===== src/rtl/galvo_scan_gen_if.sv =====
// Control, configuration and DAC-side signals of the galvo raster scan generator.
// master drives start/abort/config and observes codes/strobes; slave is the generator.
interface galvo_scan_gen_if #(
  parameter int unsigned DAC_W = 16
);
  localparam int unsigned CNT_W = 16;

  logic             start;
  logic             abort;
  logic [DAC_W-1:0] x_start;
  logic [DAC_W-1:0] x_step;
  logic [DAC_W-1:0] y_start;
  logic [DAC_W-1:0] y_step;
  logic [CNT_W-1:0] xdata_points_number;
  logic [CNT_W-1:0] ydata_points_number;
  logic [CNT_W-1:0] cycles_per_points;
  logic [DAC_W-1:0] x_code;
  logic [DAC_W-1:0] y_code;
  logic             dac_load;
  logic             data_rdy;
  logic             line_sync;
  logic             busy;
  logic             done;

  modport master (
    output start, abort, x_start, x_step, y_start, y_step,
           xdata_points_number, ydata_points_number, cycles_per_points,
    input  x_code, y_code, dac_load, data_rdy, line_sync, busy, done
  );

  modport slave (
    input  start, abort, x_start, x_step, y_start, y_step,
           xdata_points_number, ydata_points_number, cycles_per_points,
    output x_code, y_code, dac_load, data_rdy, line_sync, busy, done
  );
endinterface


===== src/rtl/galvo_scan_gen.sv =====
// Raster scan generator: steps galvo X/Y DAC codes at a programmable point period
// and emits the frame-start pulse (data_rdy) that kicks the CCD trigger generator.
module galvo_scan_gen #(
  parameter int unsigned DAC_W = 16
) (
  input  logic              clk,
  input  logic              rstn,
  galvo_scan_gen_if.slave   bus
);
  localparam int unsigned CNT_W = 16;

  typedef enum logic [0:0] {IDLE = 1'b0, SCAN = 1'b1} state_e;

  state_e           state_q,     state_d;
  logic [DAC_W-1:0] x_start_q,   x_start_d;
  logic [DAC_W-1:0] x_step_q,    x_step_d;
  logic [DAC_W-1:0] y_step_q,    y_step_d;
  logic [CNT_W-1:0] xn_q,        xn_d;
  logic [CNT_W-1:0] yn_q,        yn_d;
  logic [CNT_W-1:0] cpp_q,       cpp_d;
  logic [CNT_W-1:0] pc_q,        pc_d;
  logic [CNT_W-1:0] xi_q,        xi_d;
  logic [CNT_W-1:0] yi_q,        yi_d;
  logic [DAC_W-1:0] x_code_q,    x_code_d;
  logic [DAC_W-1:0] y_code_q,    y_code_d;
  logic             dac_load_q,  dac_load_d;
  logic             data_rdy_q,  data_rdy_d;
  logic             line_sync_q, line_sync_d;
  logic             busy_q,      busy_d;
  logic             done_q,      done_d;

  // Next-state and registered-output computation
  always_comb begin
    state_d     = state_q;
    x_start_d   = x_start_q;
    x_step_d    = x_step_q;
    y_step_d    = y_step_q;
    xn_d        = xn_q;
    yn_d        = yn_q;
    cpp_d       = cpp_q;
    pc_d        = pc_q;
    xi_d        = xi_q;
    yi_d        = yi_q;
    x_code_d    = x_code_q;
    y_code_d    = y_code_q;
    busy_d      = busy_q;
    dac_load_d  = 1'b0;
    data_rdy_d  = 1'b0;
    line_sync_d = 1'b0;
    done_d      = 1'b0;

    case (state_q)
      IDLE: begin
        // A start coinciding with the done pulse belongs to the finished frame.
        if (bus.start && !done_q) begin
          if ((bus.xdata_points_number == CNT_W'(0)) ||
              (bus.ydata_points_number == CNT_W'(0))) begin
            done_d = 1'b1;
          end else begin
            state_d    = SCAN;
            busy_d     = 1'b1;
            x_start_d  = bus.x_start;
            x_step_d   = bus.x_step;
            y_step_d   = bus.y_step;
            xn_d       = bus.xdata_points_number;
            yn_d       = bus.ydata_points_number;
            cpp_d      = bus.cycles_per_points;
            pc_d       = CNT_W'(0);
            xi_d       = CNT_W'(0);
            yi_d       = CNT_W'(0);
            x_code_d   = bus.x_start;
            y_code_d   = bus.y_start;
            dac_load_d = 1'b1;
            data_rdy_d = 1'b1;
          end
        end
      end
      SCAN: begin
        if (bus.abort) begin
          state_d = IDLE;
          busy_d  = 1'b0;
          pc_d    = CNT_W'(0);
          xi_d    = CNT_W'(0);
          yi_d    = CNT_W'(0);
        end else if (pc_q == cpp_q) begin
          pc_d = CNT_W'(0);
          if (xi_q != xn_q - CNT_W'(1)) begin
            xi_d       = xi_q + CNT_W'(1);
            x_code_d   = x_code_q + x_step_q;
            dac_load_d = 1'b1;
          end else if (yi_q != yn_q - CNT_W'(1)) begin
            xi_d        = CNT_W'(0);
            x_code_d    = x_start_q;
            yi_d        = yi_q + CNT_W'(1);
            y_code_d    = y_code_q + y_step_q;
            dac_load_d  = 1'b1;
            line_sync_d = 1'b1;
          end else begin
            state_d = IDLE;
            busy_d  = 1'b0;
            done_d  = 1'b1;
            xi_d    = CNT_W'(0);
            yi_d    = CNT_W'(0);
          end
        end else begin
          pc_d = pc_q + CNT_W'(1);
        end
      end
      default: state_d = IDLE;
    endcase
  end

  always_ff @(posedge clk or negedge rstn) begin
    if (!rstn) begin
      state_q     <= IDLE;
      x_start_q   <= '0;
      x_step_q    <= '0;
      y_step_q    <= '0;
      xn_q        <= '0;
      yn_q        <= '0;
      cpp_q       <= '0;
      pc_q        <= '0;
      xi_q        <= '0;
      yi_q        <= '0;
      x_code_q    <= '0;
      y_code_q    <= '0;
      dac_load_q  <= 1'b0;
      data_rdy_q  <= 1'b0;
      line_sync_q <= 1'b0;
      busy_q      <= 1'b0;
      done_q      <= 1'b0;
    end else begin
      state_q     <= state_d;
      x_start_q   <= x_start_d;
      x_step_q    <= x_step_d;
      y_step_q    <= y_step_d;
      xn_q        <= xn_d;
      yn_q        <= yn_d;
      cpp_q       <= cpp_d;
      pc_q        <= pc_d;
      xi_q        <= xi_d;
      yi_q        <= yi_d;
      x_code_q    <= x_code_d;
      y_code_q    <= y_code_d;
      dac_load_q  <= dac_load_d;
      data_rdy_q  <= data_rdy_d;
      line_sync_q <= line_sync_d;
      busy_q      <= busy_d;
      done_q      <= done_d;
    end
  end

  assign bus.x_code    = x_code_q;
  assign bus.y_code    = y_code_q;
  assign bus.dac_load  = dac_load_q;
  assign bus.data_rdy  = data_rdy_q;
  assign bus.line_sync = line_sync_q;
  assign bus.busy      = busy_q;
  assign bus.done      = done_q;

endmodule


===== src/flat_wrapper.sv =====
// flat-port wrapper written by rule: the top's interface ports become plain ports
module galvo_scan_gen_flat 
#(
  parameter int unsigned DAC_W = 16
)
  (clk, rstn, bus_start, bus_abort, bus_x_start, bus_x_step, bus_y_start, bus_y_step, bus_xdata_points_number, bus_ydata_points_number, bus_cycles_per_points, bus_x_code, bus_y_code, bus_dac_load, bus_data_rdy, bus_line_sync, bus_busy, bus_done);
  galvo_scan_gen_if #(.DAC_W(DAC_W)) bus_i ();
  input  logic clk;
  input  logic rstn;
  input wire logic [$bits(bus_i.start)-1:0] bus_start;
  input wire logic [$bits(bus_i.abort)-1:0] bus_abort;
  input wire logic [$bits(bus_i.x_start)-1:0] bus_x_start;
  input wire logic [$bits(bus_i.x_step)-1:0] bus_x_step;
  input wire logic [$bits(bus_i.y_start)-1:0] bus_y_start;
  input wire logic [$bits(bus_i.y_step)-1:0] bus_y_step;
  input wire logic [$bits(bus_i.xdata_points_number)-1:0] bus_xdata_points_number;
  input wire logic [$bits(bus_i.ydata_points_number)-1:0] bus_ydata_points_number;
  input wire logic [$bits(bus_i.cycles_per_points)-1:0] bus_cycles_per_points;
  output wire logic [$bits(bus_i.x_code)-1:0] bus_x_code;
  output wire logic [$bits(bus_i.y_code)-1:0] bus_y_code;
  output wire logic [$bits(bus_i.dac_load)-1:0] bus_dac_load;
  output wire logic [$bits(bus_i.data_rdy)-1:0] bus_data_rdy;
  output wire logic [$bits(bus_i.line_sync)-1:0] bus_line_sync;
  output wire logic [$bits(bus_i.busy)-1:0] bus_busy;
  output wire logic [$bits(bus_i.done)-1:0] bus_done;
  assign bus_i.start = bus_start;
  assign bus_i.abort = bus_abort;
  assign bus_i.x_start = bus_x_start;
  assign bus_i.x_step = bus_x_step;
  assign bus_i.y_start = bus_y_start;
  assign bus_i.y_step = bus_y_step;
  assign bus_i.xdata_points_number = bus_xdata_points_number;
  assign bus_i.ydata_points_number = bus_ydata_points_number;
  assign bus_i.cycles_per_points = bus_cycles_per_points;
  assign bus_x_code = bus_i.x_code;
  assign bus_y_code = bus_i.y_code;
  assign bus_dac_load = bus_i.dac_load;
  assign bus_data_rdy = bus_i.data_rdy;
  assign bus_line_sync = bus_i.line_sync;
  assign bus_busy = bus_i.busy;
  assign bus_done = bus_i.done;
  galvo_scan_gen #(.DAC_W(DAC_W)) u_core (.clk(clk), .rstn(rstn), .bus(bus_i));
endmodule

===== config.mk =====
export PLATFORM = sky130hd
export DESIGN_NAME = galvo_scan_gen_flat
export DESIGN_NICKNAME = d
export VERILOG_FILES = /design/src/rtl/galvo_scan_gen_if.sv /design/src/rtl/galvo_scan_gen.sv /design/src/flat_wrapper.sv
export SDC_FILE = /design/constraint.sdc
export NUM_CORES = 1
export LEC_CHECK = 0
export ABC_AREA = 1
export ABC_CLOCK_PERIOD_IN_PS = 7000
export BUFFER_PORTS_ARGS = -buffer_cell sky130_fd_sc_hd__buf_2
export CAP_MARGIN = 10
export CORE_ASPECT_RATIO = 0.7
export CORE_UTILIZATION = 45
export DETAILED_ROUTE_END_ITERATION = 8
export HOLD_SLACK_MARGIN = 0.03
export PLACE_DENSITY = 0.64
export SYNTH_ARGS = -nofsm -noshare
export SYNTH_HDL_FRONTEND = slang
export SYNTH_SLANG_ARGS = --single-unit
export TNS_END_PERCENT = 20

===== constraint.sdc =====
create_clock -name clk -period 7 [get_ports clk]
set_input_delay 1.05 -clock clk [delete_from_list [all_inputs] [get_ports clk]]
set_output_delay 1.05 -clock clk [all_outputs]
set_load 0.01 [all_outputs]

* Word level (Yosys, flattened, before mapping)
Index checks and enable logic that the tools add are counted.
Operators by class: $add $sub $neg 7, bitwise gates (word level) 2, mux-type cells 57, reduce and logical (&&, ||, !) cells 12, equality and inequality tests 13
Operators with widths (count):
- $mux W16 | 23
- $pmux W16 S2 | 5
- $add A16 B1 Y16 const B | 3
- $add A16 B16 Y16 | 2
- $logic_not A16 Y1 | 2
- $ne A16 B16 Y1 | 2
- $sub A16 B1 Y16 const B | 2
- $mux W1 | 25
- $eq A16 B16 Y1 | 1
- $ne A3 B3 Y1 const B | 4
- $ne A2 B2 Y1 const B | 5
- $reduce_and A5 Y1 | 2
- $pmux W1 S2 | 4
- $reduce_and A3 Y1 | 2
- $reduce_and A6 Y1 | 1
- $reduce_and A4 Y1 | 1
- $ne A2 B1 Y1 const B | 1
- $not A1 Y1 | 2
- $reduce_and A2 Y1 | 1
- $logic_and A1 B1 Y1 | 1
- $logic_not A1 Y1 | 1
- $logic_or A1 B1 Y1 | 1
Word-level totals: logic and storage cells 108, register bits after elaboration 182, input bits 116

* Longest topological paths before layout
Gate-level depths: netlist of the first run.
depth in word-level cells 7, gate-level depth with buffers 20

* Worst setup path after synthesis of the first run
No wires, ideal clock.
kind input to register, start input port bus_ydata_points_number[15], end register u_core.cpp_q[15], path buffers 2, setup time 66 ps, path slack 4476 ps, stages on the path 12, arrival time 2458 ps, data required time 6934 ps, cell sequence inv_1 > nand4_1 > nor2_1 > nand2_1 > nand2_1 > nor2_1 > inv_2 > nor2_1 > clkbuf_1 > buf_1 > nand2_1 > nand2_1
Between the ends: cells in the longest elaborated chain, start to end 4
RTL lines:
- from (decl) | RTL line flat_wrapper.sv:17 | input wire logic [$bits(bus_i.ydata_points_number)-1:0] bus_ydata_points_number;
- $logic_not A16 Y1 | RTL line galvo_scan_gen.sv:57 | (bus.ydata_points_number == CNT_W'(0))) begin
- $logic_or A1 B1 Y1 | RTL line galvo_scan_gen.sv:56 | if ((bus.xdata_points_number == CNT_W'(0)) ||
- $not A1 Y1 (no source line)
- $reduce_and A3 Y1 (no source line)
- to (signal assigned) | RTL line galvo_scan_gen.sv:139 | cpp_q <= cpp_d;
- to (decl) | RTL line galvo_scan_gen.sv:20 | logic [CNT_W-1:0] cpp_q, cpp_d;
Every way passes these cells. A chain may end at the register's enable or synchronous reset.

* Final worst setup path of the first run
start input port bus_ydata_points_number[14], end register u_core.yi_q[7]
Between the ends: cells in the longest elaborated chain, start to end 4
RTL lines:
- $logic_not A16 Y1 | RTL line galvo_scan_gen.sv:57
- $logic_or A1 B1 Y1 | RTL line galvo_scan_gen.sv:56
- $ne A2 B2 Y1 (no source line)
- $reduce_and A4 Y1 (no source line)
- to (signal assigned) | RTL line galvo_scan_gen.sv:142 | yi_q <= yi_d;
- to (decl) | RTL line galvo_scan_gen.sv:23 | logic [CNT_W-1:0] yi_q, yi_d;
Every way passes these cells.

==> results.yml, run 1 <==
status:
  status: "finished, final reports clean"
worst_setup_path:
  crit_type: "in2reg"
  worstSetupStartpointType: "primary input"
  rrSetupSlack_ns: 3.92
  cpMostUsedCell: "nand2_1"
  startpoint: "bus_ydata_points_number[14]"
  endpoint_kind: "flop"
  path_cells: "buf_2 > inv_1 > nand4_1 > nor2_1 > nand2_1 > nand2_1 > nor2_1 > inv_2 > nand2_1 > nand2_1 > inv_2 > nand2_8 > inv_4 > nand2_1 > o21ai_0"
  cp_slowest_cell: "nand2_1"
  worstPathRequired_ns: 7.32
  critPathMaxStageDelay_ns: 0.45
  critPathMaxFanout: 32
  rr_startpoint: "u_core.xn_q[0]"
  critical_path_arrival_ns: 3.72
placement:
  dp.cells: 2108
  dpl_worst_slack_ns: 3.093
  io_buffers: 152
  place_congestion: 0.9160
  dp_hpwl_um: 22780
power_and_ir_drop:
  comb_power_share_pct: 45.0
  swShare_pct: 42.20
  pwr-share-seq_pct: 33.7
  peakVddDrop_mv: 0.1834
  leakage_uw: 0.006946
  p_per_area_nw_per_um2: 346.9
  clkPwrFrac_pct: 21.3
  design_power_total_uw: 4675
  power.internal_uw: 2702
  switchingPower_uw: 1973
synthesis:
  synthMuxAreaShare_pct: 0
  synth.avg_cell_area_um2: 7.228
  synth_compound_area_share_pct: 8.050
  ys.flop_type: "dfrtp_1"
  synth-edff-count: 0
  ys_ff_latch: 182
  synth_seq_area_share_pct: 38.26
  post_synth_instance_area_um2: 11910
  synth_area_leaders: "dfrtp_1 38%, nand2_1 18%, nand3_1 6.0%"
  yosys.area.top_type: "dfrtp_1"
  synth-simple-area-share_pct: 35.73
  synth_nets: 1800
  synth_top_family_by_area: "simple AND/OR/NAND/NOR gates"
  yosysTopAreaCellShare_pct: 38.26
  synth_cell_types: 51
  synthAdderAreaFrac_pct: 4.015
  synthXorXnorAreaFrac_pct: 6.369
  synth_cells: 1647
  ys_async_sr_fraction_pct: 100.0
  yosys_warnings: 0
finish:
  syn_to_final_growth_pct: 13.20
  fillers: 2572
  instances_no_fill: 2139
  final_layout_size_suffix_gt1_share_pct: 14.20
  antenna_cells: 0
  layout.nets: 1923
clock_network:
  cts_root_buf: "clkbuf_16"
  htreeDepth: 4
  cts_resized: 0
  insertion_delay_ns: 0.45
  cts_buffers: 17
  cts_hold_buf: 0
  clkTransAtPathRegs_ns: 0.07
  clock_sinks: 182
  post-cts-setup-buffers: 0
  max-clock-path-buffers: 2
  cts_tree: "yes"
sta:
  setup_viol: 0
  finalHoldViolations: 0
  layout_setup_ws_ns: 3.596
  grt_setup_unrepaired: "false"
  period_minus_slack_ns: 3.404
  fin_setup_tns_ns: 0
  slew_headroom_pct: 25.69
  hold_ws_ns: 0.4759
  tightest_slew_ns: 1.115
  fin_crit_sh_pct: 48.62
  max_freq_mhz: 293.8
  skew_ns: 0.01535
  drv_slew: 0
floorplan:
  core_um2: 25810
  die_height_um: 138.1
  die_w_um: 196.4
  die_area_um2: 27120
  rows: 49
  num_io_pins: 153
  floorplan.initialDensity_pct: 46.12
global_route:
  antenna_found_initial: 0
  gr-total-overflow: 0
  grt_pass1_wl_um: 52300
  grt_usage_pct: 23.84
  grt_max_degree: 118
  grt_pass1_vias: 10210
route:
  wirelength_um: 31150
  wl_per_cell_um: 14.56
  drt_iter0_markers: 816
  remaining_drc_errors: 0
  viasPerCell: 5.064
  antenna_left: 0
  drt_first_pass_iters: 5
  vias: 10830
worst_hold_path:
  hold_class: "reg2reg"
  min_from: "u_core.x_step_q[0]"
run:
  cap_violations: 0
metal layers:
layer / track usage [%] / wire length [µm] / vias to the layer above
met2: 34.64 / 13010 / 239
met1: 36.40 / 16120 / 5016
met3: 4.489 / 1635 / 24
li1: - / - / 5552
met5: 0 / 0 / -
met4: 5.263 / 385 / 0
cell usage in the layout (no fill, tap or decap), types with 4 or more instances in the layout:
master / n
buf_2: 151
inv_1: 155
o21bai_1: 6
nand2_1: 559
buf_4: 5
nor2_4: 7
nor2_1: 127
dfrtp_1: 182
a21oi_1: 42
nand4_1: 41
nand3_2: 7
nor4_1: 4
a21o_1: 4
and2_1: 4
o21ai_2: 14
ha_1: 35
or2_2: 6
xnor2_1: 40
nand3_1: 142
o22ai_1: 17
o21ai_0: 68
o21ai_1: 4
xor2_1: 44
nor3_1: 27
inv_2: 6
nor2_2: 9
clkbuf_16: 17
nand2_4: 4
nand3b_1: 5
layout make-up:
type / instances / area [µm²] / share of cell area [%]
Clock buffer: 20 / 436.7 / 3.240
Clock inverter: 11 / 148.9 / 1.105
Inverter: 166 / 626.9 / 4.651
Multi-Input combinational cell: 1246 / 6456 / 47.91
Sequential cell: 182 / 4554 / 33.79
Tap cell: 357 / 446.7 / 3.314
Timing Repair Buffer: 157 / 807.0 / 5.988
power by group through the flow:
stage / registers [µW] / logic, µW / clock network, µW
floorplan: 1570 / 1550 / 0
global placement: 1590 / 2040 / 0
detailed placement: 1590 / 2080 / 0
CTS: 1570 / 2100 / 1010
global route: 1610 / 2410 / 1050
finish: 1580 / 2100 / 997
stage by stage:
step / area [µm²] / utilization, %
2_1_floorplan: 11910 / -
3_5_place_dp: 12890 / 49.94
4_1_cts: 13480 / 52.21
3_3_place_gp: 12890 / 49.94
6_report: 13480 / 52.21
5_1_grt: 13480 / 52.21
cells by family (layout without fill, tap and decap cells):
kind of cell / Yosys count / after routing
AO/OA/AOI/OAI: 166 / 166
buffers and inverters: 219 / 354
adder cells (fa/ha/maj): 37 / 37
flip-flops: 182 / 182
AND/OR/NAND/NOR: 958 / 958
XOR/XNOR: 85 / 85
path summary, 6_finish.rpt:
check,endpoint,depth (start not counted)
min,u_core.x_step_q[0],2
max reg2reg,u_core.bus.busy,17
min in group asynchronous,u_core.x_step_q[10],1
max in group asynchronous,u_core.x_start_q[5],2
min reg2reg,u_core.x_step_q[0],2
max,u_core.yi_q[7],15
worst max-delay path: cells and delay by family:
family	cells	cell delay, ns
AOI/OAI and AO/OA	1	0.07
and+or+nand+nor	9	1.74
buffers and inverters	5	0.81
registers in the layout (all words and copies together), names as in the netlist:
signal and flops:
u_core.bus.data_rdy 1, u_core.bus.y_code 16, u_core.cpp_q 16, u_core.xn_q 16, u_core.bus.busy 1, u_core.x_step_q 16
u_core.bus.x_code 16, u_core.state_q 1, u_core.bus.done 1, u_core.yn_q 16, u_core.bus.dac_load 1, u_core.y_step_q 16
u_core.yi_q 16, u_core.xi_q 16, u_core.pc_q 16, u_core.bus.line_sync 1, u_core.x_start_q 16
synth_stat cells, types with 14 or more instances:
master,n
o22ai_1,17
dfrtp_1,182
o21ai_2,14
inv_1,155
o21ai_0,68
nor2_1,128
ha_1,35
a21oi_1,42
xor2_1,44
clkbuf_1,29
nor3_1,27
xnor2_1,40
nand3_1,142
nand2_1,559
nand4_1,41
Power figures use the tool's default switching activity.
==> inputs of run 2 (changes only) <==
--- a/config.mk
+++ b/config.mk
@@ -5,15 +5,15 @@
 export SDC_FILE = /design/constraint.sdc
 export NUM_CORES = 1
 export LEC_CHECK = 0
-export ABC_AREA = 1
-export ABC_CLOCK_PERIOD_IN_PS = 7000
+export ABC_AREA = 0
+export ABC_CLOCK_PERIOD_IN_PS = 3000
 export BUFFER_PORTS_ARGS = -buffer_cell sky130_fd_sc_hd__buf_2
 export CAP_MARGIN = 10
 export CORE_ASPECT_RATIO = 0.7
 export CORE_UTILIZATION = 45
 export DETAILED_ROUTE_END_ITERATION = 8
 export HOLD_SLACK_MARGIN = 0.03
-export PLACE_DENSITY = 0.64
+export PLACE_DENSITY = 0.67
 export SYNTH_ARGS = -nofsm -noshare
 export SYNTH_HDL_FRONTEND = slang
 export SYNTH_SLANG_ARGS = --single-unit
==> constraint.sdc (replaced) <==
create_clock -name clk -period 3 [get_ports clk]
set_input_delay 0.45 -clock clk [delete_from_list [all_inputs] [get_ports clk]]
set_output_delay 0.45 -clock clk [all_outputs]
set_load 0.01 [all_outputs]
==> run 2 against run 1 <==
  * The run now ends with negative setup slack left
  * Via count is 15% lower
  * Clock power increased to 2.5 times the previous value
  * Wire length decreased by 11%
  * Synthesized cell count fell by 29%
  * Worst setup slack worse by 3.8 ns
==> results.yml, run 2 <==
synthesis:
  synth_area_leaders: "dfrtp_1 43%, nand2_1 8.1%, mux2_2 4.6%"
  synth_nets: 1321
  synth.avg_cell_area_um2: 9.086
  yosysTopAreaCellShare_pct: 42.91
  yosys-top-cells-count: "229 x nand2_1, 182 x dfrtp_1, 85 x nor2_1"
  synth.most_common_cell: "nand2_1"
  ys_async_sr_fraction_pct: 100.0
  synth_cell_types: 69
  ys.flop_type: "dfrtp_1"
  synth-edff-count: 0
  ys_ff_latch: 182
  synth_seq_area_share_pct: 42.91
  yosys_warnings: 0
  yosys.area.top_type: "dfrtp_1"
  synth_cells: 1168
  post_synth_instance_area_um2: 10610
placement:
  io_buffers: 152
  dp_hpwl_um: 20050
  place_area_um2: 12210
  place_congestion: 0.8787
worst_setup_path:
  cp_slowest_cell: "or4_1"
  endpoint_kind: "flop"
  rr_startpoint: "u_core.xn_q[0]"
  r2r_end: "u_core.bus.x_code[10]"
  critPathMaxStageDelay_ns: 0.64
  critical_path_arrival_ns: 3.55
  reg2reg_depth: 10
  worstPathRequired_ns: 3.32
  critPathMaxFanout: 8
  path_cells: "or4_1 > buf_4 > nor3_1 > a22oi_1 > o21ai_0 > nand4_4 > and2b_2 > o21ai_4 > bufbuf_16 > mux2_4"
  crit_type: "reg2reg"
  worstSetupStartpointType: "flop"
  rrSetupSlack_ns: -0.22
sta:
  drv_slew: 0
  skew_ns: 0.01216
  grt_setup_unrepaired: "true"
  slew_headroom_pct: 45.66
  period_minus_slack_ns: 3.222
  max_freq_mhz: 310.3
  fin_crit_sh_pct: 107.4
  layout_setup_ws_ns: -0.2225
  hold_ws_ns: 0.2000
  setup_viol: 34
  tightest_slew_ns: 0.8139
  finalHoldViolations: 0
  fin_setup_tns_ns: -5.357
finish:
  syn_to_final_growth_pct: 23.26
  final_common_cell: "nand2_1"
  final_area_um2: 13080
  fillers: 2066
  final_layout_size_suffix_gt1_share_pct: 25.22
  fin_util_pct: 57.11
  final_cell_mix: "229 x nand2_1, 182 x dfrtp_1, 151 x buf_2"
  layout.nets: 1524
worst_hold_path:
  min_from: "bus_y_step[3]"
  whs_path_depth: 3
  hold_class: "in2reg"
  hold_end: "u_core.y_step_q[3]"
clock_network:
  cts_buffers: 17
  cts_tree: "yes"
  cts_root_buf: "clkbuf_16"
  clkTransAtPathRegs_ns: 0.07
  htreeDepth: 4
  max-clock-path-buffers: 2
  insertion_delay_ns: 0.44
  clock_sinks: 182
floorplan:
  num_io_pins: 153
  die_w_um: 185.6
  die_area_um2: 24210
  die_height_um: 130.5
  floorplan.initialDensity_pct: 46.33
  core_um2: 22910
  rows: 46
route:
  drt_iter0_markers: 606
  viasPerCell: 5.428
  drt_first_pass_iters: 5
  remaining_drc_errors: 0
  wl_per_cell_um: 16.25
  wirelength_um: 27580
  antenna_left: 0
  vias: 9211
global_route:
  grt_max_degree: 66
  grt_pass1_vias: 8788
  grt_usage_pct: 23.57
  antenna_found_initial: 1
  grt_pass1_wl_um: 44880
  gr-total-overflow: 0
power_and_ir_drop:
  leakage_uw: 0.006401
  design_power_total_uw: 11630
  peakVddDrop_mv: 0.4269
  p_per_area_nw_per_um2: 888.8
run:
  cap_violations: 0
status:
  status: "finished with violations"
  violations: "negative setup slack"
## run 2: changes by cell type in the layout (fill, tap and decap cells not counted), moves of 19 or more
| cell | change |
|---|---|
| mux2i_1 | +24 |
| inv_1 | -134 |
| buf_4 | +64 |
| nand2_1 | -330 |
| nand4_1 | -19 |
| mux2_2 | +41 |
| nor2_1 | -42 |
| nand3_1 | -109 |
| and3_1 | +20 |
## run 2: logic make-up (layout without fill, tap and decap cells)
kind of cell    count (synthesis)  count (layout)  synth area share (%)
other cells                     0               1                     0
mux                            76              76                 8.099
flops                         182             182                 42.91
fa+ha+maj                      37              37                 4.504
compound gates                209             209                 12.57
simple gates                  504             504                 21.98
xor+xnor                       87              87                 7.180
buf+inv                        73             289                 2.759
## run 2: repair_timing
action	CTS	global route
hold buffers	1	0
pin swaps	15	1
hold endpoints to repair	59	0
gates cloned	2	0
gates resized for setup	25	17
setup buffers	4	1
endpoints found under the setup margin	49	65
## run 2: layout make-up
type	count	area [µm²]	area share, %
inverter	22	82.58	0.6313
tap	312	390.4	2.984
clock buffer	18	429.2	3.281
timing repair buffer	235	1520	11.62
sequential	182	4554	34.82
clock inverter	14	221.5	1.693
antenna	1	2.502	0.01913
multi-input combinational	913	5881	44.95
## run 2: how the worst max path moves through the flow
| stage | from | end | slack [ns] |
|---|---|---|---|
| detailed placement | u_core.xn_q[4] | u_core.bus.x_code[6] | -0.25 |
| CTS | u_core.xn_q[0] | u_core.bus.x_code[10] | -0.26 |
| finish | u_core.xn_q[0] | u_core.bus.x_code[10] | -0.22 |
| floorplan | u_core.xn_q[4] | u_core.bus.x_code[10] | -0.13 |
| global placement | u_core.xn_q[4] | u_core.bus.x_code[13] | -0.20 |
| global route | u_core.xn_q[0] | u_core.bus.x_code[11] | -0.34 |
## run 2: per-layer routing
layer | vias up | part of all wire [%] | track usage (%)
met4 | 0 | 1.2 | 5.304
li1 | 4515 | - | -
met1 | 4397 | 50 | 34.95
met3 | 29 | 5.1 | 4.767
met2 | 270 | 43 | 35.38
met5 | - | 0 | 0
## run 2: worst max-delay path: cells and delay by family, from the launching register on
family	cells	cell delay (ns)
compound gates	3	0.51
buf+inv	2	0.49
flops	1	0.41
mux	1	0.30
simple gates	4	1.39
## run 2: report_power, final
group | switching (µW) | internal [µW] | total (µW)
Clock | 1010 | 1490 | 2500
Combinational | 2780 | 2600 | 5380
Sequential | 607 | 3150 | 3750
## run 2: metrics by stage
step                worst slack (ns)  cells
global route                 -0.3364   1696
global placement             -0.1990   1657
detailed placement           -0.2512   1657
floorplan                    -0.1346   1168
finish                       -0.2225   1697
CTS                          -0.2613   1695
==> inputs of run 3 (changes only) <==
--- a/config.mk
+++ b/config.mk
@@ -14,6 +14,7 @@
 export DETAILED_ROUTE_END_ITERATION = 8
 export HOLD_SLACK_MARGIN = 0.03
 export PLACE_DENSITY = 0.67
+export REMOVE_ABC_BUFFERS = 1
 export SYNTH_ARGS = -nofsm -noshare
 export SYNTH_HDL_FRONTEND = slang
 export SYNTH_SLANG_ARGS = --single-unit
==> run 3 against run 2 <==
  * The run still ends with negative setup slack left
  * Sequential share of layout area up 0.16 points
  * Critical path depth grew 3
  * Global-route usage about the same
  * Utilization decreased by 0.25 points
  * Final cell count grew 0.71%
  * Wire length increased by 1.3%
  * Critical path type unchanged
==> results.yml, run 3 (same netlist as run 2, synthesis figures left out) <==
status:
  status: "finished with violations"
  violations: "negative setup slack"
floorplan:
  die_w_um: 185.6
  rows: 46
  die_height_um: 130.5
  floorplan.initialDensity_pct: 46.33
  core_um2: 22910
  num_io_pins: 153
  die_area_um2: 24210
worst_setup_path:
  endpoint_kind: "flop"
  worstPathRequired_ns: 3.37
  worstSetupStartpointType: "flop"
  critical_path_arrival_ns: 3.58
  crit_type: "reg2reg"
  critPathMaxFanout: 9
clock_network:
  cts_tree: "yes"
  cts_buffers: 17
  clkTransAtPathRegs_ns: 0.07
  clock_sinks: 182
  htreeDepth: 4
  max-clock-path-buffers: 2
  insertion_delay_ns: 0.44
  cts_root_buf: "clkbuf_16"
  cts_hold_buf: 0
power_and_ir_drop:
  design_power_total_uw: 11260
  leakage_uw: 0.006388
  peakVddDrop_mv: 0.4189
  pwr-share-seq_pct: 33.3
  p_per_area_nw_per_um2: 864.5
  switchingPower_uw: 4403
  power.internal_uw: 6857
  clkPwrFrac_pct: 18.9
  swShare_pct: 39.10
  comb_power_share_pct: 47.8
route:
  wirelength_um: 27930
  wl_per_cell_um: 16.34
  viasPerCell: 5.421
  remaining_drc_errors: 0
  antenna_left: 0
  vias: 9265
  drt_iter0_markers: 496
  drt_first_pass_iters: 5
finish:
  final_common_cell: "nand2_1"
  instances_no_fill: 1709
  syn_to_final_growth_pct: 22.73
  final_layout_size_suffix_gt1_share_pct: 25.97
  layout.nets: 1534
  fillers: 2112
  fin_util_pct: 56.86
  final_cell_mix: "227 x nand2_1, 181 x dfrtp_1, 151 x buf_2"
placement:
  place_congestion: 0.8720
  dp_hpwl_um: 20060
  io_buffers: 152
  dpl_worst_slack_ns: -0.4494
  dp.cells: 1665
global_route:
  grt_pass1_wl_um: 44590
  grt_usage_pct: 23.57
  grt_pass1_vias: 8680
  grt_max_degree: 78
  gr-total-overflow: 0
  antenna_found_initial: 4
sta:
  slew_headroom_pct: 46.24
  hold_ws_ns: 0.02082
  tightest_slew_ns: 0.7980
  fin_crit_sh_pct: 107.0
  layout_setup_ws_ns: -0.2114
  period_minus_slack_ns: 3.211
  drv_slew: 0
  finalHoldViolations: 0
  setup_viol: 46
  max_freq_mhz: 311.4
  skew_ns: 0.009548
  grt_setup_unrepaired: "true"
worst_hold_path:
  hold_class: "in2async"
run:
  cap_violations: 0
==> run 3: cell type report <==
cell class,count,area [µm²],share of cell area (%)
well taps,312,390.4,2.997
flip-flops and latches,182,4556,34.98
multi-input cells,913,5896,45.26
clock inverters,13,98.84,0.7589
inverters,22,82.58,0.6340
diodes,3,7.507,0.05764
clock buffers,19,442.9,3.401
repair buffers,245,1551,11.91
==> run 3: final timing paths <==
path	slack (ns)	end	cells past startpoint	start
worst max-delay path	-0.21	u_core.bus.y_code[15]	13	u_core.xn_q[6]
min in group clk	0.20	u_core.x_step_q[0]	3	bus_x_step[0]
worst max register to register	-0.21	u_core.bus.y_code[15]	13	u_core.xn_q[6]
worst min register to register	0.48	u_core.x_start_q[15]	2	u_core.x_start_q[15]
max in group asynchronous	2.17	u_core.bus.y_code[7]	2	rstn
worst min-delay path	0.02	u_core.xn_q[13]	1	rstn
==> run 3: metal layers <==
metal	wire length [µm]	track usage, %	vias to the layer above
li1	-	-	4536
met1	14310	35.93	4436
met3	1880	5.211	24
met5	13	0	-
met2	11430	33.84	267
met4	301	5.159	2
==> run 3: worst max-delay path, cell delays in order, from the launching register on <==
cell	delay, ns
dfrtp_1	0.38
or4_4	0.55
buf_6	0.15
nor4_4	0.26
buf_4	0.18
xnor2_2	0.10
mux2i_1	0.08
o21ai_1	0.20
nand4_2	0.13
buf_6	0.16
buf_4	0.13
o31a_4	0.33
or4_1	0.40
nand3_1	0.08
==> run 3: stage by stage <==
stage | instance area [µm²] | TNS (ns)
after floorplan | 10400 | -194.43
after global placement | 12240 | -16.36
after detailed placement | 12240 | -18.42
after CTS | 12930 | -8.531
after global routing | 13020 | -11.86
final | 13030 | -4.539
==> run 3: power groups by stage <==
stage / registers (µW) / clock network [µW] / logic (µW)
5_1_grt: 3840 / 2290 / 5960
4_1_cts: 3740 / 2170 / 5290
3_5_place_dp: 3780 / 0 / 5150
6_report: 3750 / 2130 / 5380
2_1_floorplan: 3800 / 0 / 3470
3_3_place_gp: 3760 / 0 / 5000
==> run 3: what timing repair did <==
item | CTS | global route
gates cloned | 1 | 2
gates resized for setup | 17 | 34
pin swaps | 7 | 5
setup endpoints to repair | 67 | 65
setup buffers | 6 | 1
